[src/rtl/div.sv]
// div: 32-bit signed restoring divider, 33-cycle fixed latency; macro DIV_ZERO_DETECT_EN enables early divide-by-zero completion
module div (
    input  logic        clk,
    input  logic        Reset,
    input  logic [31:0] a,
    input  logic [31:0] b,
    input  logic        divControl,
    output logic        divStop,
    output logic        divZero,
    output logic [31:0] hi,
    output logic [31:0] lo
);
    typedef enum logic [1:0] {IDLE, RUN, FIX} state_t;
    state_t      r_state, w_next;
    logic [31:0] r_b_mag, r_quo, r_rem, r_hi, r_lo;
    logic [5:0]  r_cnt;
    logic        r_a_neg, r_b_neg, r_zero, r_stop;
    logic [31:0] w_a_mag, w_b_mag;
    logic [32:0] w_shift, w_trial;
    logic        w_b_zero, w_step, w_done, w_write;
    assign w_a_mag = a[31] ? -a : a;
    assign w_b_mag = b[31] ? -b : b;
    assign w_shift = {r_rem, r_quo[31]};
    assign w_trial = w_shift - {1'b0, r_b_mag};
`ifdef DIV_ZERO_DETECT_EN
    logic r_dz;
    assign w_b_zero = (b == 32'd0);
    assign divZero  = r_dz;
    // divide-by-zero flag pulses alongside divStop on the short completion path
    always_ff @(posedge clk) begin
        if (Reset) r_dz <= 1'b0;
        else       r_dz <= w_done && r_zero;
    end
`else
    assign w_b_zero = 1'b0;
    assign divZero  = 1'b0;
`endif
    assign divStop = r_stop;
    assign hi      = r_hi;
    assign lo      = r_lo;
    // state register
    always_ff @(posedge clk) begin
        if (Reset) r_state <= IDLE;
        else       r_state <= w_next;
    end
    // next state: a start request from any state (re)starts; zero divisor skips straight to FIX
    always_comb begin
        w_next = r_state;
        if (divControl)              w_next = w_b_zero ? FIX : RUN;
        else if (r_state == RUN)     w_next = (r_cnt == 6'd1) ? FIX : RUN;
        else if (r_state == FIX)     w_next = IDLE;
    end
    // per-state controls; a new start suppresses the step and completion of the old one
    always_comb begin
        w_step  = (r_state == RUN) && !divControl;
        w_done  = (r_state == FIX) && !divControl;
        w_write = w_done && !r_zero;
    end
    // operand latch and one restoring step per RUN cycle; dividend magnitude shifts out of the quotient register
    always_ff @(posedge clk) begin
        if (Reset) begin
            r_quo   <= '0;
            r_rem   <= '0;
            r_b_mag <= '0;
            r_a_neg <= 1'b0;
            r_b_neg <= 1'b0;
            r_zero  <= 1'b0;
            r_cnt   <= '0;
        end else if (divControl) begin
            r_quo   <= w_a_mag;
            r_rem   <= '0;
            r_b_mag <= w_b_mag;
            r_a_neg <= a[31];
            r_b_neg <= b[31];
            r_zero  <= w_b_zero;
            r_cnt   <= 6'd32;
        end else if (w_step) begin
            r_rem <= w_trial[32] ? w_shift[31:0] : w_trial[31:0];
            r_quo <= {r_quo[30:0], ~w_trial[32]};
            r_cnt <= r_cnt - 6'd1;
        end
    end
    // sign fix-up into the result registers and the one-cycle done pulse
    always_ff @(posedge clk) begin
        if (Reset) begin
            r_hi   <= '0;
            r_lo   <= '0;
            r_stop <= 1'b0;
        end else begin
            r_stop <= w_done;
            if (w_write) begin
                r_lo <= (r_a_neg ^ r_b_neg) ? -r_quo : r_quo;
                r_hi <= r_a_neg ? -r_rem : r_rem;
            end
        end
    end
endmodule

[config.mk]
export PLATFORM = sky130hd
export DESIGN_NAME = div
export DESIGN_NICKNAME = d
export VERILOG_FILES = /design/src/rtl/div.sv
export SDC_FILE = /design/constraint.sdc
export NUM_CORES = 1
export LEC_CHECK = 0
export CORE_UTILIZATION = 27
export CTS_CLUSTER_DIAMETER = 40
export CTS_CLUSTER_SIZE = 40
export DETAILED_ROUTE_END_ITERATION = 10
export GPL_TIMING_DRIVEN = 0
export PLACE_DENSITY_LB_ADDON = 0.05
export SYNTH_ARGS = -nofsm -noshare
export SYNTH_HDL_FRONTEND = slang
export SYNTH_SLANG_ARGS = --single-unit
[constraint.sdc]
create_clock -name clk -period 8.67 [get_ports clk]
set_input_delay 0.867 -clock clk [delete_from_list [all_inputs] [get_ports clk]]
set_output_delay 0.867 -clock clk [all_outputs]
set_load 0.005 [all_outputs]
==> flow_metrics.env, run 1 <==
export IMPL_status="finished clean"
export IMPL_slew_headroom_pct=32.4
export IMPL_synth_top_family_by_area="compound AO/OA/AOI/OAI gates"
export IMPL_finalHoldWorstSlack_ps=465
export IMPL_max_slew_worst_pin_slew_ps=1000
export IMPL_grt_pass1_vias=9438
export IMPL_drc=0
export IMPL_layout_nets=1583
export IMPL_yosysMostFrequentCell="dfxtp_1"
export IMPL_first_pass_iters=4
export IMPL_place_hpwl_um=30500
export IMPL_arrival_ps=4290
export IMPL_antenna_found_initial=0
export IMPL_worst_ep_required_time_ps=9000
export IMPL_synth_edf_count=0
export IMPL_clkSinkCount=171
export IMPL_synth_xor_area_share_pct=12.1
export IMPL_startpoint="r_b_mag[3]"
export IMPL_drt_wl_total_um=37900
export IMPL_detail_route_antenna_nets=0
export IMPL_crit_slowest_cell="o41ai_1"
export IMPL_setup_viol=0
export IMPL_coreArea_mm2=0.0388
export IMPL_fin_cells=2006
export IMPL_synth_flop_cell="dfxtp_1"
export IMPL_drive_gt1_share_pct=4.10
export IMPL_ioPinCount=133
export IMPL_rows=72
export IMPL_rrSetupSlack_ps=4710
export IMPL_worstReg2RegEnd="r_rem[29]"
export IMPL_cts_resized=0
export IMPL_grt_pass1_wl_um=58100
export IMPL_synth_common_cells="dfxtp_1, nor2_1, a211oi_1"
export IMPL_cp_end_kind="flip-flop"
export IMPL_syn_inst=1325
export IMPL_place_inst=1974
export IMPL_crit_fanout=4
export IMPL_ff2ff_path_depth=11
export IMPL_gp_congestion=0.812
export IMPL_worstSkewPairLatency_ps=440
export IMPL_cts_htree_levels=4
export IMPL_die_w_um=201
export IMPL_area_growth_syn_to_layout_pct=23.6
export IMPL_vias=9980
export IMPL_cts_hold_buf=0
export IMPL_postCtsSetupRepairBufs=0
export IMPL_synthArstFlopShare_pct=0
export IMPL_cts_tree="built"
export IMPL_crit_type="reg2reg"
export IMPL_clk_path_buf_depth=2
export IMPL_viasPerCell=4.98
export IMPL_synth_distinct_cells=60
export IMPL_p_leak_nw=4.74
export IMPL_cts_buffers=17
export IMPL_hp_class="reg2reg"
export IMPL_dieHeight_um=201
export IMPL_synth_nets=1433
export IMPL_dieArea_mm2=0.0404
export IMPL_period_share_pct=45.6
export IMPL_ys_ff_latch=171
export IMPL_synth_fa_ha_area_share_pct=4.87
export IMPL_synth_top_area_share_pct=32.0
export IMPL_power_per_cell_area_mw_per_mm2=165
export IMPL_synth_compound_area_share_pct=25.7
export IMPL_max_cap_violations=0
export IMPL_numPortBuffers=131
export IMPL_yosys_warnings=0
export IMPL_fin_tns_setup_ps=0
export IMPL_synth_area_mux_share_pct=3.31
export IMPL_drv_slew=0
export IMPL_power_w=0.00218
export IMPL_cts_root_buf="clkbuf_16"
export IMPL_antenna_cells=0
export IMPL_grt_max_degree=17
export IMPL_start_kind="flip-flop"
export IMPL_period_minus_slack_ps=3960
export IMPL_synth_area_leaders="dfxtp_1, a211oi_1, xor2_1"
export IMPL_skew_ps=11.0
export IMPL_path_cells="inv_1 > ha_1 > o211ai_1 > a21oi_1 > a2111oi_0 > o41ai_1 > a31oi_1 > o31a_1 > o21ai_0 > mux2_2 > o211a_1"
export IMPL_grtUsageTotal_pct=18.7
export IMPL_yosys_area_share_simple_pct=16.7
export IMPL_start_util_pct=27.5
export IMPL_rr_startpoint="r_b_mag[3]"
export IMPL_hold_viol_final=0
export IMPL_synth_largest_area_cell="dfxtp_1"
export IMPL_syn_area_mm2=0.0107
export IMPL_peakVddDrop_v=0.000121
export IMPL_syn_area_per_cell_um2=8.07
export IMPL_fmax_ghz=0.253
export IMPL_ys_seq_area_share_pct=32.0
export IMPL_setup_worst_path_end="r_rem[29]"
export IMPL_crit_path_max_incr_delay_ps=940
export IMPL_rsz0062_at_grt="no"
export IMPL_drt_iter0_drc=560
export IMPL_wl_per_cell_um=18.9
export IMPL_grt_overflow=0
export IMPL_clkTransAtPathRegs_ps=70
==> cell type report <==
cell class / count / area, um^2
Buffer: 87 / 337
Clock buffer: 19 / 443
Clock inverter: 13 / 119
Fill cell: 4168 / 25600
Inverter: 60 / 225
Multi-Input combinational cell: 1007 / 6710
Sequential cell: 171 / 3420
Tap cell: 518 / 648
Timing Repair Buffer: 131 / 1310
==> state kept, by name, summed over array words and instances (netlist names) <==
| register | count |
|---|---|
| divStop | 1 |
| hi | 32 |
| lo | 32 |
| r_a_neg | 1 |
| r_b_mag | 32 |
| r_b_neg | 1 |
| r_cnt | 6 |
| r_quo | 32 |
| r_rem | 32 |
| r_state | 2 |
==> how the worst min path moves through the flow <==
stage                      from     to  slack (ps)  cells past startpoint
final                     lo[0]  lo[0]         470                      2
after floorplan           hi[0]  hi[0]         450                      2
after global placement    lo[0]  lo[0]         470                      2
after CTS                 lo[0]  lo[0]         470                      2
after detailed placement  lo[0]  lo[0]         460                      2
after global routing      hi[0]  hi[0]         490                      2
==> kinds of logic after synthesis <==
logic type                 count (synthesis)
AOI/OAI and AO/OA                        406
xor gates and xnor gates                 148
adders and majority gates                 41
buffers and inverters                    147
DFF                                      171
muxes                                     35
other                                      1
and+or+nand+nor                          376
==> metrics by stage <==
stage,util [%],worst slack (ps),cell area (um^2)
after floorplan,-,5330,10700
after global placement,32.6,4610,12700
after detailed placement,32.6,4580,12700
after CTS,34.0,4820,13200
after global routing,34.0,4590,13200
final,34.0,4710,13200
==> report_power, final <==
group | internal (W) | total, W | switching [W]
Clock | 0.000406 | 0.000760 | 0.000355
Sequential | 0.000818 | 0.000866 | 0.0000476
Combinational | 0.000224 | 0.000554 | 0.000329
Total | 0.00145 | 0.00218 | 0.000732
==> layout by cell type, fill, tap and decap left out, drive strengths merged, types with 30 or more instances in the layout <==
| cell type | instances |
|---|---|
| nand2 | 87 |
| o21ai | 77 |
| clkdlybuf4s50 | 131 |
| nor2 | 147 |
| a21oi | 70 |
| inv | 63 |
| ha | 40 |
| a211oi | 124 |
| xor2 | 102 |
| mux2i | 32 |
| o31ai | 30 |
| dfxtp | 171 |
| xnor2 | 46 |
| clkbuf | 91 |
==> layer usage <==
layer	share of wire, %	vias to the layer above	global-route usage [%]	wire [um]
li1	-	5084	-	-
met1	55	4734	29.2	21000
met2	41	151	26.8	15600
met3	3.0	11	2.56	1130
met4	0.56	0	3.14	214
met5	0	-	0	0
==> worst max-delay path, delay by kind of cell (launching register included) <==
| family | cells | cell delay [ps] |
|---|---|---|
| buffers and inverters | 1 | 110 |
| DFF | 1 | 340 |
| muxes | 1 | 390 |
| adders and majority gates | 1 | 370 |
| AOI/OAI and AO/OA | 8 | 2660 |
(Power assumes the default switching activity.)
==> run 2: changes to the inputs <==
==> constraint.sdc (replaced) <==
create_clock -name clk -period 3.7 [get_ports clk]
set_input_delay 0.37 -clock clk [delete_from_list [all_inputs] [get_ports clk]]
set_output_delay 0.37 -clock clk [all_outputs]
set_load 0.005 [all_outputs]
==> run 2 against run 1 <==
  * Worst hold slack hardly changed
  * Register-to-register slack worse by 4500 ps
  * Non-clock buffer count is 2 higher
  * Via count is 0.24% higher
  * First-iteration DRC count is 14% higher
  * Critical path type unchanged
  * Critical path depth stayed put
==> flow_metrics.env, run 2 (synthesized netlist as in run 1, its figures left out) <==
export IMPL_start_util_pct=27.5
export IMPL_antenna_cells=0
export IMPL_rsz0062_at_grt="no"
export IMPL_crit_fanout=4
export IMPL_die_w_um=201
export IMPL_worst_ep_required_time_ps=4030
export IMPL_viasPerCell=4.98
export IMPL_arrival_ps=3860
export IMPL_cts_root_buf="clkbuf_16"
export IMPL_grt_pass1_wl_um=58100
export IMPL_startpoint="r_b_mag[1]"
export IMPL_drive_gt1_share_pct=4.50
export IMPL_cts_htree_levels=4
export IMPL_dieHeight_um=201
export IMPL_finish_instance_area_mm2=0.0133
export IMPL_p_leak_nw=4.76
export IMPL_power_w=0.00512
export IMPL_period_minus_slack_ps=3530
export IMPL_grt_pass1_vias=9440
export IMPL_hp_class="reg2reg"
export IMPL_cp_end_kind="flip-flop"
export IMPL_ioPinCount=133
export IMPL_setup_viol=0
export IMPL_antenna_found_initial=0
export IMPL_max_cap_violations=0
export IMPL_fmax_ghz=0.284
export IMPL_setup_ws_ps=174
export IMPL_place_hpwl_um=30500
export IMPL_final_common_cell="dfxtp_1"
export IMPL_grt_max_degree=17
export IMPL_hold_start="lo[0]"
export IMPL_area_growth_syn_to_layout_pct=24.0
export IMPL_max_slew_worst_pin_slew_ps=863
export IMPL_hold_viol_final=0
export IMPL_final_cell_mix="dfxtp_1, nor2_1, clkdlybuf4s50_1, a211oi_1, xor2_1"
export IMPL_grtUsageTotal_pct=18.7
export IMPL_gp_congestion=0.812
export IMPL_clkTransAtPathRegs_ps=70
export IMPL_cts_tree="built"
export IMPL_clkSinkCount=171
export IMPL_drc=0
export IMPL_drt_wl_total_um=37900
export IMPL_status="finished clean"
export IMPL_rows=72
export IMPL_first_pass_iters=5
export IMPL_clk_path_buf_depth=2
export IMPL_rr_startpoint="r_b_mag[1]"
export IMPL_worstSkewPairLatency_ps=440
export IMPL_detail_route_antenna_nets=0
export IMPL_grt_overflow=0
export IMPL_start_kind="flip-flop"
export IMPL_pre_cts_ws_ps=-117
export IMPL_power_per_cell_area_mw_per_mm2=386
export IMPL_layout_nets=1585
export IMPL_peakVddDrop_v=0.000285
export IMPL_drt_iter0_drc=639
export IMPL_dieArea_mm2=0.0404
export IMPL_skew_ps=10.9
export IMPL_period_share_pct=95.3
export IMPL_finalHoldWorstSlack_ps=465
export IMPL_slew_headroom_pct=42.5
export IMPL_coreArea_mm2=0.0388
export IMPL_fillers=4165
export IMPL_cts_buffers=17
export IMPL_crit_type="reg2reg"
export IMPL_numPortBuffers=131
export IMPL_dpl_cell_area_mm2=0.0127
export IMPL_wl_per_cell_um=18.9
export IMPL_drv_slew=0
export IMPL_vias=10004
-- run 2: changes by cell type in the layout (fill, tap and decap cells not counted) --
cell,before,now
buf_4,1,5
buf_2,5,3
a2111oi_0,2,1
a2111oi_2,0,1
a21boi_0,3,2
a21boi_1,0,1
a31oi_1,9,8
a31oi_2,0,1
clkbuf_1,73,72
clkbuf_2,0,1
o41ai_1,20,19
o41ai_2,0,1
-- run 2: worst max-delay path, cell delays in order (launching register included) --
cell	delay, ps
dfxtp_1	480
inv_1	80
ha_1	280
nand2b_1	70
a21oi_1	330
a2111oi_2	120
o41ai_2	620
a31oi_1	310
o31a_1	360
o21ai_0	260
mux2_2	380
o211a_1	130
-- run 2: worst paths after layout --
kind         depth (start not counted)  slack (ps)   endpoint
max                                 11         170  r_rem[29]
min reg2reg                          2         470      lo[0]
max reg2reg                         11         170  r_rem[29]
min                                  2         470      lo[0]
-- run 2: cell type report --
type	count	area (um^2)	area share, %
multi-input combinational	1007	6730	50.8
sequential	171	3420	25.8
timing repair buffer	133	1330	10.0
tap	518	648	4.89
clock buffer	19	443	3.34
buffer	87	343	2.59
inverter	60	225	1.70
clock inverter	13	119	0.897
-- run 2: power by group --
part / internal [W] / switching, W / leakage, nW
clock network: 0.000950 / 0.000833 / 0.266
registers: 0.00192 / 0.000112 / 1.40
logic: 0.000536 / 0.000775 / 3.10
-- run 2: metrics by stage --
| step | std cells | util [%] | TNS (ps) |
|---|---|---|---|
| floorplan | 1325 | - | 0 |
| global placement | 1974 | 32.6 | -227 |
| detailed placement | 1974 | 32.6 | -143 |
| CTS | 2006 | 34.1 | 0 |
| global route | 2008 | 34.1 | 0 |
| finish | 2008 | 34.1 | 0 |
-- run 2: repair_timing --
| action | 4_1_cts | 5_1_grt |
|---|---|---|
| hold buffers | 0 | 0 |
| pin swaps | 0 | 2 |
| setup endpoints to repair | 3 | 33 |
| resized for setup | 2 | 8 |
| buffers inserted | 0 | 2 |
-- run 2: layer usage --
layer / vias up / track usage (%) / share of wire [%]
li1: 5092 / - / -
met1: 4728 / 29.3 / 55
met2: 174 / 26.8 / 41
met3: 10 / 2.56 / 3.4
met4: 0 / 3.14 / 0.56
met5: - / 0 / 0
==> run 3: changes to the inputs <==
--- a/config.mk
+++ b/config.mk
@@ -5,7 +5,7 @@
 export SDC_FILE = /design/constraint.sdc
 export NUM_CORES = 1
 export LEC_CHECK = 0
-export CORE_UTILIZATION = 27
+export CORE_UTILIZATION = 50
 export CTS_CLUSTER_DIAMETER = 40
 export CTS_CLUSTER_SIZE = 40
 export DETAILED_ROUTE_END_ITERATION = 10
==> run 3 against run 2 <==
  * Sequential power is essentially flat
  * Non-clock buffer count down 2
  * The flow now finishes with violations (negative setup slack)
  * Worst hold slack better by 26 ps
  * Sequential cell count did not move
==> flow_metrics.env, run 3 (synthesized netlist as in run 1, its figures left out) <==
export IMPL_dieArea_mm2=0.0220
export IMPL_drt_wl_total_um=30900
export IMPL_grt_pass1_wl_um=48200
export IMPL_drv_slew=0
export IMPL_grt_max_degree=17
export IMPL_skew_ps=9.43
export IMPL_seq_power_share_pct=39.8
export IMPL_multi_input_comb_area_mm2=0.00672
export IMPL_cts_tree="built"
export IMPL_period_minus_slack_ps=3720
export IMPL_slew_headroom_pct=23.8
export IMPL_drc=0
export IMPL_setup_ws_ps=-23.7
export IMPL_antenna_cells=0
export IMPL_grt_pass1_vias=9115
export IMPL_p_sw_w=0.00163
export IMPL_clkSinkCount=171
export IMPL_drt_iter0_drc=720
export IMPL_vias=10226
export IMPL_hold_viol_final=0
export IMPL_layout_nets=1583
export IMPL_detail_route_antenna_nets=0
export IMPL_final_cell_mix="dfxtp_1, nor2_1, clkdlybuf4s50_1, a211oi_1, xor2_1"
export IMPL_numPortBuffers=131
export IMPL_coreArea_mm2=0.0210
export IMPL_fillers=1948
export IMPL_violations="negative setup slack"
export IMPL_grtUsageTotal_pct=28.2
export IMPL_fmax_ghz=0.269
export IMPL_power_w=0.00510
export IMPL_drive_gt1_share_pct=4.30
export IMPL_seq_area_mm2=0.00342
export IMPL_cts_buffers=17
export IMPL_crit_slowest_cell="a2111oi_0"
export IMPL_gp_congestion=0.974
export IMPL_viasPerCell=5.80
export IMPL_power_per_cell_area_mw_per_mm2=394
export IMPL_max_slew_worst_pin_slew_ps=1110
export IMPL_clk_path_buf_depth=2
export IMPL_cts_root_buf="clkbuf_16"
export IMPL_crit_path_max_incr_delay_ps=950
export IMPL_status="finished, violations left"
export IMPL_peakVddDrop_v=0.000275
export IMPL_setup_viol=1
export IMPL_worstSkewPairLatency_ps=430
export IMPL_cts_htree_levels=4
export IMPL_fin_cells=1762
export IMPL_cp_end_kind="flip-flop"
export IMPL_grt_overflow=0
export IMPL_worst_ep_required_time_ps=4050
export IMPL_start_kind="flip-flop"
export IMPL_max_cap_violations=0
export IMPL_rows=53
export IMPL_final_common_cell="dfxtp_1"
export IMPL_place_hpwl_um=24200
export IMPL_period_share_pct=101
export IMPL_clkTransAtPathRegs_ps=70
export IMPL_start_util_pct=50.9
export IMPL_crit_type="reg2reg"
export IMPL_p_int_w=0.00346
export IMPL_dieHeight_um=148
export IMPL_hp_class="reg2reg"
export IMPL_place_inst=1731
export IMPL_first_pass_iters=5
export IMPL_area_growth_syn_to_layout_pct=21.1
export IMPL_crit_fanout=7
export IMPL_postCtsSetupRepairBufs=0
export IMPL_arrival_ps=4070
export IMPL_p_sw_share_pct=32.0
export IMPL_path_cells="ha_1 > o211ai_1 > a21oi_1 > a2111oi_0 > o41ai_2 > a21bo_2 > a311oi_1 > o21ai_0 > xnor2_1 > o31ai_1"
export IMPL_die_w_um=148
export IMPL_ioPinCount=133
export IMPL_wl_per_cell_um=17.6
export IMPL_antenna_found_initial=0
export IMPL_power_frac_comb_pct=24.8
export IMPL_p_leak_nw=4.77
export IMPL_cts_hold_buf=0
export IMPL_clockPowerShare_pct=35.5
## run 3: cell types whose count changed in the layout (fill, tap and decap cells not counted), sizes merged
cell / before / now
buf: 17 / 12
clkinvlp: 4 / 2
clkbuf: 91 / 93
bufinv: 1 / 2
inv: 63 / 64
## run 3: what timing repair did
item | CTS | global route
resized for setup | 0 | 7
setup endpoints to repair | 0 | 29
hold endpoints to repair | 0 | 0
## run 3: layout make-up
type | count | area share (%)
timing repair buffer | 131 | 10.1
buffer | 87 | 2.67
multi-input combinational | 1007 | 51.9
clock buffer | 18 | 3.39
sequential | 171 | 26.4
inverter | 60 | 1.74
clock inverter | 13 | 1.09
tap | 275 | 2.66
## run 3: power by group through the flow
stage	Sequential, W	Clock (W)	Combinational [W]
2_1_floorplan	0.00202	0	0.000898
3_3_place_gp	0.00206	0	0.00122
3_5_place_dp	0.00206	0	0.00123
4_1_cts	0.00202	0.00181	0.00124
5_1_grt	0.00204	0.00190	0.00138
6_report	0.00203	0.00181	0.00126
## run 3: worst max-delay path: cells and delay by family (launching register included)
| family | cells | cell delay (ps) |
|---|---|---|
| compound gates | 8 | 2670 |
| fa+ha+maj | 1 | 330 |
| flops | 1 | 490 |
| xor+xnor | 1 | 150 |
## run 3: per-stage QoR
step / setup WS, ps / setup TNS [ps] / cell area [um^2] / hold WS (ps) / util (%)
4_1_cts: 35.3 / 0 / 12900 / 491 / 61.5
2_1_floorplan: 769 / 0 / 10700 / 453 / -
5_1_grt: -50.9 / -53.2 / 13000 / 508 / 61.6
3_5_place_dp: 46.7 / 0 / 12400 / 482 / 58.8
3_3_place_gp: 78.0 / 0 / 12400 / 474 / 58.8
6_report: -23.7 / -23.7 / 13000 / 491 / 61.6
## run 3: worst paths after layout
kind | startpoint | slack [ps] | cells past startpoint | endpoint
setup / recovery | r_rem[1] | -20 | 10 | r_rem[31]
hold / removal | r_b_mag[4] | 490 | 2 | r_b_mag[4]
setup reg to reg | r_rem[1] | -20 | 10 | r_rem[31]
hold reg to reg | r_b_mag[4] | 490 | 2 | r_b_mag[4]
## run 3: routing by layer
metal  global-route usage [%]  vias up  wire (um)
li1                         -     5073          -
met1                     41.1     4751      15000
met2                     42.3      374      13200
met3                     5.37       28       2380
met4                     6.91        0        406
met5                        0        -          0
